==> src/rtl/mux4_rr_arbiter.sv <==
// mux4_rr_arbiter: registered round-robin arbiter for a shared 4-input mux.
// Issues a one-hot hold-until-release grant and the matching 2-bit mux select.
// Priority rotates to the requester after the last owner on every release.
// Optional feature: define ARB_TIMEOUT_EN to bound ownership to MAX_HOLD
// cycles, with a one-cycle `timeout` pulse on each forced release.
module mux4_rr_arbiter #(
    parameter int MAX_HOLD = 16,
    parameter int CNT_W    = 5
) (
    input  logic       clk,
    input  logic       rst_n,
    input  logic [3:0] req,
    output logic [3:0] gnt,
    output logic [1:0] select,
    output logic       busy,
    output logic       timeout
);

    typedef enum logic {
        IDLE = 1'b0,
        BUSY = 1'b1
    } state_t;

    state_t     state_reg;
    logic [1:0] own_reg;
    logic [1:0] ptr_reg;

    // Catch illegal hold limits at elaboration rather than in the field.
    if (MAX_HOLD < 2 || MAX_HOLD > (1 << CNT_W)) begin : g_bad_param
        $error("mux4_rr_arbiter: MAX_HOLD must lie in 2..2**CNT_W");
    end

    // Search starts at ptr when idle; on a release the new pointer is own+1,
    // so use that directly to regrant on the same edge without a bubble.
    logic [1:0] base;
    assign base = (state_reg == BUSY) ? own_reg + 2'd1 : ptr_reg;

    // Requests rotated so that bit k is the requester at search position k.
    logic [3:0] rot_req;
    genvar gi;
    for (gi = 0; gi < 4; gi++) begin : g_rot
        logic [1:0] idx;
        assign idx         = base + 2'(gi);
        assign rot_req[gi] = req[idx];
    end

    // Lowest search position with a pending request wins.
    logic [1:0] pick_off;
    always_comb begin
        pick_off = 2'd0;
        for (int k = 3; k >= 0; k--) begin
            if (rot_req[k]) begin
                pick_off = 2'(k);
            end
        end
    end

    logic [1:0] win;
    logic       any_req;
    assign win     = base + pick_off;
    assign any_req = |req;

    // Forced release: owner still requesting but has used up its hold budget.
    logic forced;

`ifdef ARB_TIMEOUT_EN
    logic [CNT_W-1:0] hold_cnt_reg;
    assign forced = (state_reg == BUSY) && req[own_reg]
                    && (hold_cnt_reg == CNT_W'(MAX_HOLD - 1));
`else
    assign forced = 1'b0;
`endif

    logic release_ev;
    logic grant_ev;
    assign release_ev = (state_reg == BUSY) && (!req[own_reg] || forced);
    assign grant_ev   = any_req && ((state_reg == IDLE) || release_ev);

`ifdef ARB_TIMEOUT_EN
    // Hold counter: restarts on every grant, counts each cycle of ownership.
    always_ff @(posedge clk or negedge rst_n) begin
        if (!rst_n) begin
            hold_cnt_reg <= '0;
        end else if (grant_ev) begin
            hold_cnt_reg <= '0;
        end else if (state_reg == BUSY) begin
            hold_cnt_reg <= hold_cnt_reg + 1'b1;
        end
    end
`endif

    // Arbitration FSM with registered grant, select, busy and timeout.
    always_ff @(posedge clk or negedge rst_n) begin
        if (!rst_n) begin
            state_reg <= IDLE;
            own_reg   <= 2'd0;
            ptr_reg   <= 2'd0;
            gnt       <= 4'b0000;
            select    <= 2'd0;
            busy      <= 1'b0;
            timeout   <= 1'b0;
        end else begin
            timeout <= 1'b0;
            case (state_reg)
                IDLE: begin
                    if (any_req) begin
                        state_reg <= BUSY;
                        own_reg   <= win;
                        gnt       <= 4'b0001 << win;
                        select    <= win;
                        busy      <= 1'b1;
                    end
                end
                BUSY: begin
                    if (release_ev) begin
                        ptr_reg <= own_reg + 2'd1;
                        timeout <= forced;
                        if (any_req) begin
                            own_reg <= win;
                            gnt     <= 4'b0001 << win;
                            select  <= win;
                        end else begin
                            // select keeps the last owner so the mux stays quiet.
                            state_reg <= IDLE;
                            gnt       <= 4'b0000;
                            busy      <= 1'b0;
                        end
                    end
                end
                default: begin
                    state_reg <= IDLE;
                    gnt       <= 4'b0000;
                    busy      <= 1'b0;
                end
            endcase
        end
    end

endmodule
==> config.mk <==
export PLATFORM = sky130hd
export DESIGN_NAME = mux4_rr_arbiter
export DESIGN_NICKNAME = d
export VERILOG_FILES = /design/src/rtl/mux4_rr_arbiter.sv
export SDC_FILE = /design/constraint.sdc
export NUM_CORES = 1
export LEC_CHECK = 0
export BUFFER_PORTS_ARGS = -buffer_cell sky130_fd_sc_hd__buf_2
export CELL_PAD_IN_SITES_DETAIL_PLACEMENT = 1
export CELL_PAD_IN_SITES_GLOBAL_PLACEMENT = 2
export CORE_MARGIN = 5
export CORE_UTILIZATION = 30
export CTS_CLUSTER_SIZE = 10
export DETAILED_ROUTE_END_ITERATION = 10
export GPL_TIMING_DRIVEN = 0
export PLACE_DENSITY = 0.69
export SLEW_MARGIN = 10
export SYNTH_ARGS = -nofsm -noshare
export SYNTH_HDL_FRONTEND = slang
export SYNTH_SLANG_ARGS = --single-unit
==> constraint.sdc <==
create_clock -name clk -period 2.4 [get_ports clk]
set_clock_uncertainty 0.15 [all_clocks]
set_input_delay 0.48 -clock clk [delete_from_list [all_inputs] [get_ports clk]]
set_output_delay 0.48 -clock clk [all_outputs]
set_load 0.1 [all_outputs]
==> flow_summary.toml, run 1 <==
[outcome]
status = "finished clean"

[routing]
firstDrtPassIters = 3
vias = 561
wl_per_cell_um = 14.9
drt_wl_total_um = 1650
drt-initial-drc-count = 5
ant_nets = 0
vias_per_cell = 5.05
drcViolationCount = 0

[synthesis]
ys_ff_latch = 10
synthDominantCellAreaShare_pct = 38.7
postSynthAreaPerCell_sq_um = 9.65
synth_top_area_cell = "dfrtp_1"
synth_nets = 73
yosys_warnings = 0
ys_seq_area_share_pct = 38.7
synth_area_sq_um = 647
postSynthCellCount = 67
synth_cell_type_count = 33
ys_top_cells_by_area = "dfrtp_1, nand2_1, mux2_2"

[cells_and_area]
drive_above_1_share_pct = 34.5
n_antenna_cell = 0
finalInstanceArea_sq_um = 779
final_cell_mix = "buf_2, nand2_1, dfrtp_1"
nNetsFinal = 91
area_growth_pct = 20.5
largest_reg_flops = 4
nFillCells = 245
layout_commonest_cell = "buf_2"

[grt]
antenna_found_initial = 0
grt_pass1_wl_um = 2870
grt_usage_pct = 11.3
grt_max_degree = 11
grt-ovfl-total = 0
grt_pass1_vias = 623

[critical_path]
required_ns = 2.41
path_common_cell = "mux2_2"
critPathMaxStageDelay_ns = 0.44
crit_path_max_fanout = 10
cp_cell_sequence = "buf_2 > mux2_2 > maj3_2 > and2_4 > mux2_2"
critical_path.top_delay_family = "multiplexers"
crit_buf_inv = 1
worstPathArrival_ns = 2.04
endpoint_kind = "flop"
path_class = "reg2reg"
startpoint_type = "flop"
cp_slowest_cell = "dfrtp_1"

[clock_tree]
htree_levels = 1
tritoncts = "built"
cts_sinks = 10
numCtsBuffers = 3
holdBufCountCts = 1
clk_latency_ns = 0.26
cts_buffer_depth = 2
cts_setup_buffers = 0
cts.repair.resized = 0
cts_root_buffer = "clkbuf_4"
clk_pin_slew_ns = 0.08

[sta]
tightestPinTransition_ns = 0.512
maxSlewHeadroom_pct = 65.5
fmax_mhz = 493
maxSlewViolCount = 0
fin_ws_ns = 0.370
finalSetupViolCount = 0
rsz0062_at_grt = "false"
min_period_over_period_pct = 84.6
hold_violations = 0
post-route-min-period_ns = 2.03
tns_ns = 0

[run]
cap_violations = 0

[placement]
port-buffer-count = 12
gp_congestion = 0.839
post-place-ws_ns = 0.267
dpl-instance-area_sq_um = 743
dp_hpwl_um = 1260

[floorplanning]
dieArea_sq_mm = 0.00318
ios = 14
fp-row-count = 16
core-area_sq_mm = 0.00200
start_util_pct = 32.3
die_h_um = 56.4
die_w_um = 56.4

[worst_hold_path]
worstHoldPathType = "reg2reg"
final timing paths:
path                       slack, ns      start  depth (start not counted)   endpoint
min reg2reg                     0.34     gnt[1]                          2     gnt[1]
min                             0.34     gnt[1]                          2     gnt[1]
max reg2reg                     0.37  state_reg                          5  select[1]
max in group asynchronous       1.44      rst_n                          2     gnt[0]
min in group asynchronous       0.45      rst_n                          2     gnt[3]
max                             0.37  state_reg                          5  select[1]
Yosys cell counts, drive strengths merged:
cell	n
a21oi	1
a22o	2
a311o	1
a311oi	1
a31o	1
a31oi	1
a32oi	1
and2	1
and2b	1
and3b	2
buf	3
conb	1
dfrtp	10
inv	2
maj3	2
mux2	3
mux4	1
nand2	9
nand2b	3
nand3	4
nor2	5
nor2b	2
nor3b	1
o21ai	5
o221ai	1
or2	2
xor2	1
kinds of logic (layout without fill, tap and decap cells):
kind of cell    after synthesis  count (layout)  share of synthesized area (%)
simple gates                 30              30                           26.7
compound gates               14              14                           15.3
flops                        10              10                           38.7
buf+inv                       5              22                           4.84
mux                           4               4                           9.28
fa+ha+maj                     2               2                           3.29
other cells                   1               1                          0.580
xor+xnor                      1               1                           1.35
cell type report:
type / count / area (sq um) / area share [%]
clock buffers: 4 / 26.3 / 3.37
inverters: 2 / 7.51 / 0.963
plain buffers: 3 / 23.8 / 3.05
flip-flops and latches: 10 / 253 / 32.4
well taps: 27 / 33.8 / 4.33
repair buffers: 13 / 70.1 / 8.99
multi-input cells: 52 / 365 / 46.9
layer usage:
layer  part of all wire (%)  global-route usage (%)  up-vias
li1                       -                       -      273
met1                     48                    15.0      273
met2                     46                    17.0       11
met3                    3.9                    1.83        4
met4                    1.8                    6.44        0
met5                      0                       0        -
tightest hold or removal path: stages, from the launching register on:
cell	delay [ns]
dfrtp_1	0.34
nand2_1	0.05
o21ai_1	0.06
stage by stage:
step	cells	utilization, %	hold slack [ns]
6_report	111	38.9	0.336
5_1_grt	111	38.9	0.365
4_1_cts	111	38.9	0.346
3_5_place_dp	106	37.1	0.213
3_3_place_gp	106	37.1	0.204
2_1_floorplan	67	-	0.0344
Power of run 1 is left out: the tool's default activity adds up to more than one toggle a clock period on the data nets, which glitch-free logic cannot reach.
==> inputs of run 2 (changes only) <==
clock period = 2.1 ns   (was 2.4 ns; I/O delays follow)
==> flow_summary.toml, run 2 (synthesis gave the netlist of run 1 again) <==
[clock_tree]
numCtsBuffers = 3
htree_levels = 1
cts_root_buffer = "clkbuf_4"
clk_pin_slew_ns = 0.07
cts_setup_buffers = 0
cts_sinks = 10
cts_buffer_depth = 2
clk_latency_ns = 0.26
tritoncts = "built"

[cells_and_area]
final_cell_mix = "buf_2, nand2_1, dfrtp_1"
area_growth_pct = 23.4
drive_above_1_share_pct = 37.3
largest_reg_flops = 4
nNetsFinal = 91
nFillCells = 247
n_antenna_cell = 0
layout_commonest_cell = "buf_2"

[sta]
post-route-min-period_ns = 2.06
finalSetupViolCount = 0
maxSlewViolCount = 0
rsz0062_at_grt = "true"
fmax_mhz = 486
tns_ns = 0
min_period_over_period_pct = 98.0
hold_violations = 0

[critical_path]
cp_cell_sequence = "buf_6 > xor2_2 > mux2_4 > maj3_2 > and2_4 > mux2_2"
rr_endpoint = "select[1]"
critPathMaxStageDelay_ns = 0.48
endpoint_kind = "flop"
crit_start = "select[0]"
path_class = "reg2reg"
crit_buf_inv = 1
crit_path_max_fanout = 9
critical_path.top_delay_family = "multiplexers"
worstPathArrival_ns = 2.06
rr_startpoint = "select[0]"
required_ns = 2.10
cp_slowest_cell = "dfrtp_4"
reg2regPathDepth = 6
r2r_slack_ns = 0.04
worstSetupEndpoint = "select[1]"
startpoint_type = "flop"
critical_path_depth = 6

[floorplanning]
die_w_um = 56.4
fp-row-count = 16
start_util_pct = 32.3
die_h_um = 56.4
dieArea_sq_mm = 0.00318
core-area_sq_mm = 0.00200
ios = 14

[grt]
grt-ovfl-total = 0
grt_pass1_wl_um = 2930
grt_usage_pct = 11.6
antenna_found_initial = 0
grt_pass1_vias = 593
grt_max_degree = 11

[routing]
drt_wl_total_um = 1680
firstDrtPassIters = 4
ant_nets = 0
vias = 554
drcViolationCount = 0
drt-initial-drc-count = 10
vias_per_cell = 5.04
wl_per_cell_um = 15.3

[placement]
gp_congestion = 0.775
dp_hpwl_um = 1240
port-buffer-count = 12

[outcome]
status = "finished clean"

[worst_hold_path]
worstHoldPathType = "reg2reg"

[run]
cap_violations = 0
==> run 2: worst min-delay path by stage <==
stage	slack [ns]	endpoint	cells after the start	start
2_1_floorplan	-0.03	busy	0	rst_n
6_report	0.35	gnt[2]	1	gnt[2]
3_5_place_dp	0.15	ptr_reg[1]	1	rst_n
3_3_place_gp	0.14	ptr_reg[1]	1	rst_n
5_1_grt	0.38	gnt[2]	1	gnt[2]
4_1_cts	0.35	gnt[2]	1	gnt[2]
==> run 2: what timing repair did <==
item,CTS,global route
gates resized for setup,0,2
endpoints found under the setup margin,0,2
hold endpoints to repair,10,0
hold buffers,1,0
==> run 2: routing by layer <==
metal / global-route usage, % / part of all wire (%) / up-vias
li1: - / - / 270
met1: 15.9 / 50 / 269
met2: 17.5 / 44 / 13
met3: 2.75 / 5.2 / 2
met4: 4.07 / 1.0 / 0
met5: 0 / 0 / -
==> run 2: area by class of cell <==
cell class | instances | area (sq um) | area share (%)
Timing Repair Buffer | 13 | 70.1 | 8.78
Tap cell | 27 | 33.8 | 4.23
Multi-Input combinational cell | 52 | 383 | 48.0
Clock buffer | 3 | 22.5 | 2.82
Inverter | 2 | 7.51 | 0.940
Buffer | 3 | 23.8 | 2.98
Sequential cell | 10 | 258 | 32.3
==> run 2: metrics by stage <==
stage / utilization, % / cells / hold WS (ns) / setup WS, ns / instance area (sq um)
global placement: 37.9 / 106 / 0.143 / 0.0403 / 759
CTS: 39.6 / 110 / 0.354 / 0.0424 / 792
floorplan: - / 67 / -0.0256 / -0.0842 / 666
global route: 39.9 / 110 / 0.379 / -0.000538 / 798
detailed placement: 37.9 / 106 / 0.154 / 0.0410 / 759
finish: 39.9 / 110 / 0.347 / 0.0419 / 798
Power of run 2 is left out for the same reason.
